**config.mk**
```make
export PLATFORM = sky130hd
export DESIGN_NAME = mu0_sequencer
export DESIGN_NICKNAME = d
export VERILOG_FILES = /design/src/rtl/mu0_sequencer.sv
export SDC_FILE = /design/constraint.sdc
export NUM_CORES = 1
export LEC_CHECK = 0
export CAP_MARGIN = 0
export CORE_AREA = 10 10 70 72
export DETAILED_ROUTE_END_ITERATION = 12
export DIE_AREA = 0 0 80 82
export DONT_BUFFER_PORTS = 1
export GPL_ROUTABILITY_DRIVEN = 0
export PLACE_DENSITY_LB_ADDON = 0.08
export SKIP_LAST_GASP = 1
export SYNTH_ARGS = -nofsm -noshare
export SYNTH_HDL_FRONTEND = slang
export SYNTH_SLANG_ARGS = --single-unit
```
**constraint.sdc**
```tcl
create_clock -name clk -period 1.65 [get_ports clk]
set_input_delay 0.33 -clock clk [delete_from_list [all_inputs] [get_ports clk]]
set_output_delay 0.33 -clock clk [all_outputs]
set_load 0.005 [all_outputs]
```
**src/rtl/mu0_sequencer.sv**
```systemverilog
// MU0/ARM-hybrid fetch/execute sequencer: owns PC and IR', drives exec1/exec2 strobes, honours SKIP, halts on STP.
// Optional single-step gating of instruction fetch is enabled with `define SEQ_SINGLE_STEP_EN.
module mu0_sequencer #(
  parameter logic [15:0] RESET_PC = 16'h0000
) (
  input  logic        clk,
  input  logic        reset,
  input  logic [15:0] memdata,
  input  logic        memrdy,
  output logic [15:0] memaddr,
  output logic        memrd,
  output logic        memwr,
  output logic [15:0] ir,
  output logic        exec1,
  output logic        exec2,
  input  logic        skipstatus,
  output logic        skipclr,
  input  logic        accmi,
  input  logic        acczero,
  output logic [15:0] pcout,
  output logic        halted
`ifdef SEQ_SINGLE_STEP_EN
  ,
  input  logic        step
`endif
);

  typedef enum logic [1:0] {
    S_FETCH = 2'd0,
    S_EXEC1 = 2'd1,
    S_EXEC2 = 2'd2,
    S_HALT  = 2'd3
  } state_t;

  state_t      state_q, state_d;
  logic [15:0] pc_q, pc_d;
  logic [15:0] ir_q, ir_d;

  logic        is_arm;
  logic [3:0]  opc;
  logic [15:0] opnd;
  logic        is_sta;
  logic        fetch_en;
  logic        fetch_acc;

  assign is_arm    = (ir_q[15:14] == 2'b11);
  assign opc       = ir_q[15:12];
  assign opnd      = {4'h0, ir_q[11:0]};
  assign is_sta    = (opc == 4'b0001);
  assign fetch_acc = (state_q == S_FETCH) && fetch_en && memrdy;

`ifdef SEQ_SINGLE_STEP_EN
  logic step_q;
  logic armed_q, armed_d;

  // A step edge arriving on the same cycle as an accept re-arms for the next fetch.
  assign armed_d  = (armed_q & ~fetch_acc) | (step & ~step_q);
  assign fetch_en = armed_q;

  always_ff @(posedge clk) begin
    if (reset) begin
      step_q  <= 1'b0;
      armed_q <= 1'b0;
    end else begin
      step_q  <= step;
      armed_q <= armed_d;
    end
  end
`else
  assign fetch_en = 1'b1;
`endif

  always_ff @(posedge clk) begin
    if (reset) begin
      state_q <= S_FETCH;
      pc_q    <= RESET_PC;
      ir_q    <= 16'h0000;
    end else begin
      state_q <= state_d;
      pc_q    <= pc_d;
      ir_q    <= ir_d;
    end
  end

  always_comb begin
    state_d = state_q;
    pc_d    = pc_q;
    ir_d    = ir_q;
    case (state_q)
      S_FETCH: begin
        if (fetch_acc) begin
          pc_d = pc_q + 16'd1;
          // A skipped word is consumed but never reaches IR'.
          if (!skipstatus) begin
            ir_d    = memdata;
            state_d = S_EXEC1;
          end
        end
      end
      S_EXEC1: begin
        state_d = S_FETCH;
        if (!is_arm) begin
          case (opc)
            4'b0000, 4'b0001, 4'b0010, 4'b0011: state_d = S_EXEC2;
            4'b0100: pc_d = opnd;
            4'b0101: if (accmi)   pc_d = opnd;
            4'b0110: if (acczero) pc_d = opnd;
            4'b0111: state_d = S_HALT;
            default: state_d = S_FETCH;
          endcase
        end
      end
      S_EXEC2: begin
        if (memrdy) state_d = S_FETCH;
      end
      S_HALT: state_d = S_HALT;
      default: state_d = S_FETCH;
    endcase
  end

  always_comb begin
    memaddr = (state_q == S_EXEC2) ? opnd : pc_q;
    memrd   = 1'b0;
    memwr   = 1'b0;
    exec1   = 1'b0;
    exec2   = 1'b0;
    skipclr = 1'b0;
    // Reset masks every request and strobe immediately, abandoning any pending transfer.
    if (!reset) begin
      case (state_q)
        S_FETCH: begin
          memrd   = fetch_en;
          skipclr = fetch_en & memrdy & skipstatus;
        end
        S_EXEC1: exec1 = 1'b1;
        S_EXEC2: begin
          memrd = ~is_sta;
          memwr = is_sta;
          exec2 = memrdy;
        end
        default: ;
      endcase
    end
  end

  assign ir     = ir_q;
  assign pcout  = pc_q;
  assign halted = (state_q == S_HALT);

endmodule

```
==> metrics, run 1 <==
leakage a little under 1 nW; Clock power frac 28.0%; # rows 22; post-synthesis net count 260; clock root cell clkbuf_4; drc violations 0; Num CTS Buffers 5; Post-Syn Instances 237; most frequent cell after synthesis nand2_1; Post-synth ARST share 0%; CP delay by family, top flip-flops; Worst Skew 0.0198 ns; YS warnings 0; Fin. Hold Viols 0; WS Path Type flip-flop to output pin; Logic pwr share 21.1%; CP Capture Type output pin; min-delay worst type input port to flip-flop; Worst VDD drop 0.534 mV; sw power 0.519 mW; Tot GR Track Use 18.3%; Reg2Reg Setup Slack -0.11 ns; dominant cell type by area after synthesis dfxtp_1; layout cells sized above 1 38.9%; Worst path slowest cell dfxtp_2; final setup fails 24; Max Cap Viol 0; Final Max Slew Viols 0; Synth cell types 46; Clock Latency Late Sink 0.34 ns; # hold bufs at CTS 0; Seq/Total Area, Yosys 35.8%; Starting Density 53.1%; Worst-path clk slew 0.11 ns; arrival time worst endpoint 1.43 ns; type of origin of the critical path flip-flop; synthesized area 0.00190 mm²; HPWL after DPL approximately 4200 µm; Post-synth top cells nand2_1, dfxtp_1, a21oi_1; Sink Count 34; min Tclk post-route 1.76 ns; I/O Buffers 0; Worst Tran Pin Value 0.475 ns; top_reg_cell synth dfxtp_1; P per Cell Area 691 mW/mm²; Overflow after GRT 0; die width 80 µm; top post-synthesis cells by area dfxtp_1, nand2_1, a21oi_1; largest net degree at the start of global routing 37; crit-path cells buf_12, nor2b_4, clkbuf_16, mux2_4; vias per cell 6.43; Rel. slew slack 68.3%; initial antenna violation count 0; largest fanout on the critical path 7; Sw Share 29.3%; status finished with violations; P_int 1.25 mW; first-pass GRT wire length 9650 µm; first drt pass iteration count 5; Core ar. 0.00358 mm²; clk buf depth 2; Die Ht 82 µm; Die Footprint 0.00656 mm²; failing checks setup timing; CTS tree yes; period utilization 107%; top cell type's share of synthesized area 35.8%; worst path bufs/invs 2; number of DRC markers in iteration 0 214; Flop pwr share 50.9%; Layout Nets ~290; total power 1.77 mW; Worst EP required around 1.3 ns; fmax between 500 and 600 MHz; I/O pin cnt 76; Avg Cell Area, Syn 8.02 µm²; WL/cell 21.2 µm; diode count 0; fin util 71.5%; Slowest Stage Delay on Critical Path 0.34 ns; DR vias 2045; Post-synth EDFFs 0; antenna viol nets, final 0; RSZ-0062 raised after global routing true; final WL 6740 µm; #FFs+latches synth 34; H-tree depth 2; Layout area overhead 34.6%; vias in the first global route 1845; PnR worst setup slack -0.114 ns
==> per-layer routing <==
| layer | global-route usage, % | vias up | wire (µm) |
|---|---|---|---|
| met1 | 21.7 | 974 | 2490 |
| met5 | 0 | - | 0 |
| li1 | - | 919 | - |
| met2 | 29.9 | 133 | 3370 |
| met3 | 8.30 | 19 | 767 |
| met4 | 3.70 | 0 | 113 |
==> cell type report <==
cell class	count	area [µm²]
Clock buffer	7	55.1
Clock inverter	1	5.00
Fill cell	291	1020
Inverter	3	11.3
Multi-Input combinational cell	184	1330
Sequential cell	34	691
Tap cell	48	60.1
Timing Repair Buffer	41	410
==> final timing paths <==
kind               from    endpoint  depth (start not counted)
max reg2reg      ir[12]   pcout[13]                          6
max          state_q[0]  memaddr[0]                          4
min reg2reg       ir[5]       ir[5]                          2
min               reset  state_q[1]                          1
==> placed cells by master, fill, tap and decap left out, drive strengths merged, types with 2 or more instances in the layout <==
| cell type | synthesis | final |
|---|---|---|
| a21o | 2 | 2 |
| nor3 | 5 | 5 |
| o22ai | 6 | 6 |
| mux2 | 11 | 11 |
| o31ai | 2 | 2 |
| nor2b | 6 | 6 |
| clkbuf | 7 | 9 |
| and4 | 2 | 2 |
| nor3b | 2 | 2 |
| a211oi | 8 | 8 |
| a311oi | 2 | 2 |
| buf | 9 | 39 |
| nand3 | 8 | 8 |
| nand4 | 4 | 4 |
| and2 | 2 | 2 |
| o21ai | 10 | 10 |
| a211o | 2 | 2 |
| nor2 | 6 | 6 |
| dfxtp | 34 | 34 |
| inv | 3 | 3 |
| and3 | 6 | 6 |
| nand2 | 51 | 51 |
| nand3b | 2 | 2 |
| nand2b | 5 | 5 |
| o21a | 2 | 2 |
| a21oi | 28 | 28 |
==> power groups by stage <==
stage	clock network [mW]	logic [mW]	registers, mW
final	0.496	0.373	0.900
after global routing	0.540	0.402	0.907
after CTS	0.501	0.296	0.896
after detailed placement	0	0.259	0.914
after global placement	0	0.252	0.913
after floorplan	0	0.178	0.911
==> registers in the layout, summed over array words and instances (netlist names) <==
register	count
ir	16
pcout	16
state_q	2
==> worst register-to-register path: cells and delay by family, from the launching register on <==
kind                   cells  cell delay, ns
DFF                        1            0.35
and+or+nand+nor            2            0.18
buffers and inverters      1            0.17
AOI/OAI and AO/OA          3            0.96
==> cell families after synthesis <==
kind of cell               Yosys count  share of synthesized area [%]
AOI/OAI and AO/OA                   68                           24.6
DFF                                 34                           35.8
buffers and inverters               19                           4.74
muxes                               12                           7.04
adders and majority gates            1                          0.658
and+or+nand+nor                    103                           27.2
==> through the flow <==
step	instances	TNS, ns	setup WS (ns)	hold WS, ns	cell area (µm²)
floorplan	237	0	0.0350	0.466	1900
global placement	293	0	0.0358	0.403	2100
detailed placement	293	-0.0454	-0.0333	0.404	2100
CTS	308	-3.32	-0.155	0.0331	2310
global route	318	-3.71	-0.174	0.0231	2560
finish	318	-1.87	-0.114	0.0406	2560
==> timing repair <==
item                                    4_1_cts  5_1_grt
buffers inserted                              6       10
endpoints found under the setup margin       24       49
pin swaps                                     3       16
gates resized for setup                      22       42
gates cloned                                  1        1
Power figures use the tool's default switching activity.
==> inputs of run 2 (changes only) <==
Settings changed: CORE_AREA 10 10 70 72 to 10 10 68 70, CTS_BUF_LIST set to sky130_fd_sc_hd__clkbuf_8, DIE_AREA 0 0 80 82 to 0 0 78 80, SKIP_LAST_GASP 1 to unset, SLEW_MARGIN set to 20.
==> metrics, run 2 (synthesized netlist as in run 1, its figures left out) <==
DR vias 2054 (+0.44%); Clock Latency Late Sink 0.29 ns (-0.05 ns); Worst VDD drop 0.676 mV (+27%); die width 78 µm (-2.5%); commonest cells after routing, fill and taps aside nand2_1, dfxtp_1, buf_4, a21oi_1, mux2_4; period utilization 102% (-5.1 points); number of DRC markers in iteration 0 202 (-5.6%); hold path startpoint reset; arrival time worst endpoint 1.35 ns (-0.08 ns); largest net degree at the start of global routing 37 (unchanged); P per Cell Area 742 mW/mm² (+7.4%); Worst Skew 0.0110 ns (-0.00882 ns); WHS 0.103 ns (+0.0619 ns); Layout Nets 293 (+0.34%); H-tree depth 2 (unchanged); Worst-path clk slew 0.07 ns (-0.04 ns); first drt pass iteration count 4 (-1); most common cell after layout, fill and taps aside nand2_1; final setup fails 8 (-67%); vias per cell 6.48 (+0.76%); leakage 0.969 nW (+0.77%); WL/cell 21.2 µm (-0.12%); Sink Count 34 (unchanged); min Tclk post-route 1.68 ns (-0.0848 ns); largest fanout on the critical path 6 (-1); Reg2Reg Setup Slack -0.01 ns (+0.10 ns); Post-DP Area 0.00211 mm² (+0.48%); Die Footprint 0.00624 mm² (-4.9%); antenna viol nets, final 0 (unchanged); WHS Path Cells 1 (unchanged); min-delay worst type input port to flip-flop; CP Capture Type output pin; Worst Tran Pin Value 0.426 ns (-0.0488 ns); fmax 596 MHz (+5.1%); Post-Place Setup Slack -0.0519 ns (-0.0186 ns); fin util 76.4% (+4.9 points); # rows 21 (-4.5%); r2r startpoint ir[15]; clock root cell clkbuf_8; placed instance count 296 (+1.0%); RSZ-0062 raised after global routing true; vias in the first global route 1975 (+7.0%); Finished Layout Cells 317 (-0.31%); Fin. Hold Viols 0 (unchanged); # hold bufs at CTS 0 (unchanged); Num CTS Buffers 5 (unchanged); Die Ht 80 µm (-2.4%); failing checks setup timing; initial antenna violation count 0 (unchanged); Starting Density 57.9% (+4.8 points); final WL 6710 µm (-0.43%); final instance area 0.00251 mm² (-2.0%); status finished with violations; Tot GR Track Use 19.5% (+1.1 points); type of origin of the critical path flip-flop; clk buf depth 2 (unchanged); layout cells sized above 1 34.3% (-4.6 points); Core ar. 0.00328 mm² (-8.2%); I/O Buffers 0 (unchanged); HPWL after DPL 4460 µm (+5.8%); Layout area overhead 32.0%; Overflow after GRT 0 (unchanged); worst r2r dst pcout[0]; Max Cap Viol 0 (unchanged); PnR worst setup slack -0.0291 ns (+0.0848 ns); R2R cell count 7 (+1); Rel. slew slack 71.5% (+3.3 points); CTS tree yes; first-pass GRT wire length 9970 µm (+3.4%); hold path endpoint state_q[0]; fillcell total 247 (-15%); WS Path Type flip-flop to output pin; I/O pin cnt 76 (unchanged); diode count 0 (unchanged); drc violations 0 (unchanged); Worst EP required 1.32 ns (about the same); Final Max Slew Viols 0 (unchanged)
-- run 2: where the power goes --
group	internal, mW	switching, mW
Combinational	0.185	0.178
Sequential	0.856	0.0447
Clock	0.291	0.308
Total	1.33	0.531
-- run 2: cell type report --
| class | count | area (µm²) | share of cell area [%] |
|---|---|---|---|
| clock buffer | 5 | 68.8 | 2.74 |
| clock inverter | 3 | 17.5 | 0.698 |
| inverter | 3 | 11.3 | 0.449 |
| multi-input combinational | 184 | 1270 | 50.5 |
| sequential | 34 | 689 | 27.5 |
| tap | 46 | 57.6 | 2.29 |
| timing repair buffer | 42 | 398 | 15.9 |
-- run 2: worst max path at each step --
stage               start          end  slack, ns  depth (start not counted)
6_report       state_q[1]   memaddr[7]      -0.03                          3
5_1_grt            ir[15]     pcout[3]      -0.10                          8
4_1_cts        state_q[1]   memaddr[9]      -0.02                          3
3_5_place_dp       ir[15]     pcout[0]      -0.05                          6
3_3_place_gp       ir[15]     pcout[0]       0.05                          6
2_1_floorplan  state_q[1]  memaddr[10]       0.04                          5
-- run 2: worst max-delay path: stages (launching register included) --
cell	delay [ns]
dfxtp_2	0.34
nor2b_4	0.22
buf_6	0.18
mux2_4	0.32
-- run 2: repair_timing --
action	4_1_cts	5_1_grt
resized for setup	12	38
endpoints found under the setup margin	22	29
gates cloned	2	0
pin swaps	5	16
setup buffers	8	3
-- run 2: routing by layer --
layer / wire, µm / global-route usage [%] / vias to the layer above
met5: 0 / 0 / -
met4: 195 / 6.63 / 0
met3: 862 / 7.55 / 24
met2: 3300 / 33.6 / 131
met1: 2360 / 21.4 / 978
li1: - / - / 921
-- run 2: per-stage QoR --
| stage | TNS [ns] | power (mW) |
|---|---|---|
| 4_1_cts | -0.132 | 1.82 |
| 5_1_grt | -0.855 | 1.94 |
| 3_3_place_gp | 0 | 1.17 |
| 2_1_floorplan | 0 | 1.09 |
| 3_5_place_dp | -0.0820 | 1.18 |
| 6_report | -0.176 | 1.86 |
==> RTL change 1 (config.mk and constraints of run 1) <==
Re-encode `state_t` (4 states) as one-hot, 4 bits wide.
--- a/src/rtl/mu0_sequencer.sv
+++ b/src/rtl/mu0_sequencer.sv
@@ -26,9 +26,9 @@
 );
 
-  typedef enum logic [1:0] {
-    S_FETCH = 2'd0,
-    S_EXEC1 = 2'd1,
-    S_EXEC2 = 2'd2,
-    S_HALT  = 2'd3
+  typedef enum logic [3:0] {
+    S_FETCH = 4'b0001,
+    S_EXEC1 = 4'b0010,
+    S_EXEC2 = 4'b0100,
+    S_HALT  = 4'b1000
   } state_t;
 
Function: same outputs for any inputs over 10 cycles, from zero or initial values and one cycle with reset high; not proved beyond that.
==> RTL change 1 against run 1 <==
The flow finishes with violations (hold timing, setup timing); sequential cell count is 2 higher; total power is 11% higher; global-route usage is 4.2 points higher; first-iteration DRC count is 74% higher; worst setup slack worse by 0.17 ns; critical path type unchanged; synthesized area is 9.3% higher; routed wire length is 36% higher; largest cell class unchanged; design area is 20% higher; non-clock buffer count is 27 higher.
==> RTL change 1: results (changes against run 1) <==
Non-clock buffers 68 (was 41); Leak 1.14 nW (was 0.961 nW); final-layout fill cell count 191 (was 291); largest net degree at the start of global routing 36 (was 37); met1 wire length 3.29 mm (was 2.49 mm); library cells used by synthesis 44 (was 46); Worst VDD drop 0.587 mV (was 0.534 mV); metal3 WL 1.07 mm (was 767 um); failing checks hold timing, setup timing (was setup timing); Comb power frac 24.1% (was 21.1%); Final Hold Viols 1 (was 0); top cells by count, synth nand2_1 (62), dfxtp_1 (36), a21oi_1 (26) (was nand2_1 (51), dfxtp_1 (34), a21oi_1 (27)); worst-skew pair later-pin latency 0.37 ns (was 0.34 ns); Cell Area, Placed 2440 um2 (was 2100 um2); Worst Clk Skew 0.0202 ns (was 0.0198 ns); sequential share of cell area 24.0% (was 27.0%); Final setup viols 37 (was 24); post-route setup slack -0.283 ns (was -0.114 ns); met1 usage 26.5% (was 21.7%); Routed WL 9.14 mm (was 6.74 mm); first-pass GRT wire length 11.8 mm (was 9.65 mm); sequential share of the synthesized area 34.7% (was 35.8%); Clock group 540 uW (was 496 uW); adder-cell share of the synthesized area 0.602% (was 0.658%); hold slack -0.00222 ns (was 0.0406 ns); Total GRT Usage 22.6% (was 18.3%); Cells after Synth 275 (was 237); share of layout cells above drive strength 1 46.9% (was 38.9%); Slew @ Worst Pin 0.441 ns (was 0.475 ns); met2 GRT Util 36.7% (was 29.9%); Net Sw Frac 31.5% (was 29.3%); Multi-input gate area 1580 um2 (was 1330 um2); Cells after DPL 353 (was 293); Non-Filler Instances 383 (was 318); Compound-Gate Fraction of Synth Area 24.4% (was 24.6%); multi-input gate count 216 (was 184); ClkCell Share 2.03% (was 2.35%); outcome finished with violations (unchanged); met3 usage 7.53% (was 8.30%)
[RTL change 1: changes by cell type in the layout (fill, tap and decap cells not counted), sizes merged, moves of 3 or more]
cell	change
buf	+28
nand2	+11
o21ai	+10
nor2	+9
o22ai	-6
and2	+5
a31oi	+4
inv	+4
and3	-3
mux2	-3
nand2b	+3
nor4	+3
o31ai	+3
[RTL change 1: path summary, 6_finish.rpt]
path / from / to / slack (ns) / depth (start not counted)
setup / recovery: state_q[3]$_SDFFE_PP0P_ / memaddr[1] / -0.28 / 4
hold / removal: reset / pcout[7]$_SDFFE_PP0P_ / -0.002 / 1
setup reg to reg: state_q[2]$_SDFFE_PP0P_ / pcout[9]$_SDFFE_PP0P_ / -0.26 / 6
hold reg to reg: ir[3]$_SDFFE_PP0P_ / ir[3]$_SDFFE_PP0P_ / 0.52 / 2
[RTL change 1: repair_timing]
action / CTS / global route
pin swaps: 18 / 19
resized for setup: 52 / 65
setup endpoints to repair: 35 / 56
gates cloned: 0 / 1
setup buffers: 10 / 13
==> RTL change 2 (settings of run 1) <==
Made on the original files. The option `SEQ_SINGLE_STEP_EN` is turned on by a define.
--- a/src/rtl/mu0_sequencer.sv
+++ b/src/rtl/mu0_sequencer.sv
@@ -1,4 +1,6 @@
 // MU0/ARM-hybrid fetch/execute sequencer: owns PC and IR', drives exec1/exec2 strobes, honours SKIP, halts on STP.
 // Optional single-step gating of instruction fetch is enabled with `define SEQ_SINGLE_STEP_EN.
+`define SEQ_SINGLE_STEP_EN
+
 module mu0_sequencer #(
   parameter logic [15:0] RESET_PC = 16'h0000
Ports: changed (added step); port bits go from 76 to 77. The function was not compared with the original's and may differ.
==> RTL change 2 against run 1 <==
The flow still finishes with violations (setup timing); total power decreased by 6.6%; sequential share of layout area decreased by 0.086 points; synthesized cell count increased by 18%; sequential cell count increased by 2; global-route usage increased by 2.7 points; routed wire length increased by 11%; design area increased by 6.5%; non-clock buffer count increased by 15; worst setup slack improved by 0.037 ns; combinational power decreased by 48%; first-iteration DRC count increased by 61%; fmax increased by 2.2%; synthesized area increased by 6.2%; largest cell class unchanged; highest routed layer unchanged.
==> RTL change 2: results (changes against run 1) <==
outcome finished with violations (unchanged); failing checks setup timing (unchanged); Worst Clk Skew 0.0156 ns (was 0.0198 ns); library cells used by synthesis 45 (was 46); Total GRT Usage 21.0% (was 18.3%); vias after detailed routing 2,404 (was 2,045); reg2reg setup slack -0.05 ns (was -0.11 ns); Leak 1.02 nW (was 0.961 nW); Final setup viols 4 (was 24); Area contributors post-synth dfxtp_1 (36%), nand2_1 (15%), a21oi_1 (7.9%), nor2_1 (3.3%), o32ai_1 (3.0%) (was dfxtp_1 (36%), nand2_1 (10%), a21oi_1 (7.1%), mux2_2 (6.5%), a211oi_2 (3.9%)); Slew @ Worst Pin 0.406 ns (was 0.475 ns); Worst Hold End ir[9]$_SDFFE_PP0P_ (was state_q[1]$_SDFFE_PP0P_); top cells by count, synth nand2_1 (80), dfxtp_1 (36), a21oi_1 (32) (was nand2_1 (51), dfxtp_1 (34), a21oi_1 (27)); post-route setup slack -0.0766 ns (was -0.114 ns); adder-cell share of the synthesized area 0.620% (was 0.658%); share of layout cells above drive strength 1 32.8% (was 38.9%); drt wl/cell 20.1 um (was 21.2 um); worst flop-to-flop path endpoint pcout[7]$_SDFFE_PP0P_ (was pcout[13]$_SDFFE_PP0P_); detailed-routed wire length on met2 3.50 mm (was 3.37 mm); met1 wire length 2.73 mm (was 2.49 mm); depth of the CTS H-tree 2 (unchanged); Reg2Reg Depth 7 (was 6); final-layout fill cell count 257 (was 291); CP top delay family flip-flops (unchanged); metal3 WL 962 um (was 767 um); Syn Nets 304 (was 260); RR Startpoint state_q[1]$_SDFFE_PP0P_ (was ir[12]$_SDFFE_PP0P_); DR iter-0 viols 344 (was 214); CP max FO 4 (was 7); Compound-Gate Fraction of Synth Area 24.3% (was 24.6%); hpwl dp 4.84 mm (was 4.22 mm); mux share of post-synthesis cell area 0.558% (was 7.04%); nets 347 (was 292); vias in the first global route 2,259 (was 1,845); sequential share of the synthesized area 35.7% (was 35.8%); crit path DAT 1.40 ns (was 1.43 ns); Worst VDD drop 0.635 mV (was 0.534 mV); max incr delay on CP 0.34 ns (about the same); first-pass GRT wire length 11.2 mm (was 9.65 mm)
RTL change 2: cell types whose count changed in the layout (fill, tap and decap cells not counted), sizes merged, moves of 4 or more:
cell / delta
a21oi: +4
o22ai: -4
buf: +17
o32ai: +7
mux2: -10
a211oi: -8
nand2: +29
nor2: +12
RTL change 2: worst register-to-register path: stages, from the launching register on:
cell	delay [ns]
dfxtp_4	0.39
buf_4	0.12
nor2b_1	0.04
buf_4	0.16
buf_4	0.15
nor4_1	0.39
a21oi_1	0.13
o32ai_1	0.25
RTL change 2: logic make-up after synthesis:
family / after synthesis
AND/OR/NAND/NOR: 145
AO/OA/AOI/OAI: 72
flip-flops: 36
buffers and inverters: 25
multiplexers: 1
adder cells (fa/ha/maj): 1
RTL change 2: final cells by class:
cell class	instances	share of cell area, %
Inverter	5	0.688
Clock buffer	7	2.39
Sequential cell	36	26.9
Timing Repair Buffer	56	16.7
Multi-Input combinational cell	219	51.1
Tap cell	48	2.20
RTL change 2: where the power goes:
group / internal, mW / switching (mW) / total, mW / leakage [nW]
sequential: 0.890 / 0.0237 / 0.913 / 0.295
clock: 0.242 / 0.305 / 0.546 / 0.0374
combinational: 0.0792 / 0.114 / 0.193 / 0.691
total: 1.21 / 0.442 / 1.65 / 1.02
RTL change 2: how the worst max path moves through the flow:
stage,cells past startpoint,start,end
2_1_floorplan,5,pcout[1]$_SDFFE_PP0P_,pcout[14]$_SDFFE_PP0P_
3_5_place_dp,4,ir[13]$_SDFFE_PP0P_,pcout[13]$_SDFFE_PP0P_
6_report,5,ir[15]$_SDFFE_PP0P_,memrd
4_1_cts,5,ir[15]$_SDFFE_PP0P_,memrd
3_3_place_gp,4,ir[13]$_SDFFE_PP0P_,pcout[13]$_SDFFE_PP0P_
5_1_grt,5,ir[15]$_SDFFE_PP0P_,memrd
RTL change 2: routing by layer:
metal | track usage [%] | vias to the layer above
met5 | 0 | -
met4 | 9.15 | 0
met3 | 8.19 | 35
met2 | 34.0 | 177
met1 | 24.3 | 1111
li1 | - | 1081
RTL change 2: what timing repair did:
item | CTS | global route
buffers inserted | 1 | 13
pin swaps | 2 | 14
cloned | 0 | 1
setup endpoints to repair | 19 | 33
gates resized for setup | 14 | 41
RTL change 2: per-stage QoR:
step	worst slack, ns	hold WS, ns	instance area (um2)	TNS (ns)	std cells
2_1_floorplan	-0.0228	0.458	2030	-0.0228	280
3_3_place_gp	0.0151	0.406	2330	0	349
3_5_place_dp	-0.00793	0.406	2330	-0.00793	349
4_1_cts	-0.120	0.0214	2460	-0.511	357
5_1_grt	-0.153	0.0194	2730	-0.794	371
6_report	-0.0766	0.0289	2730	-0.245	371
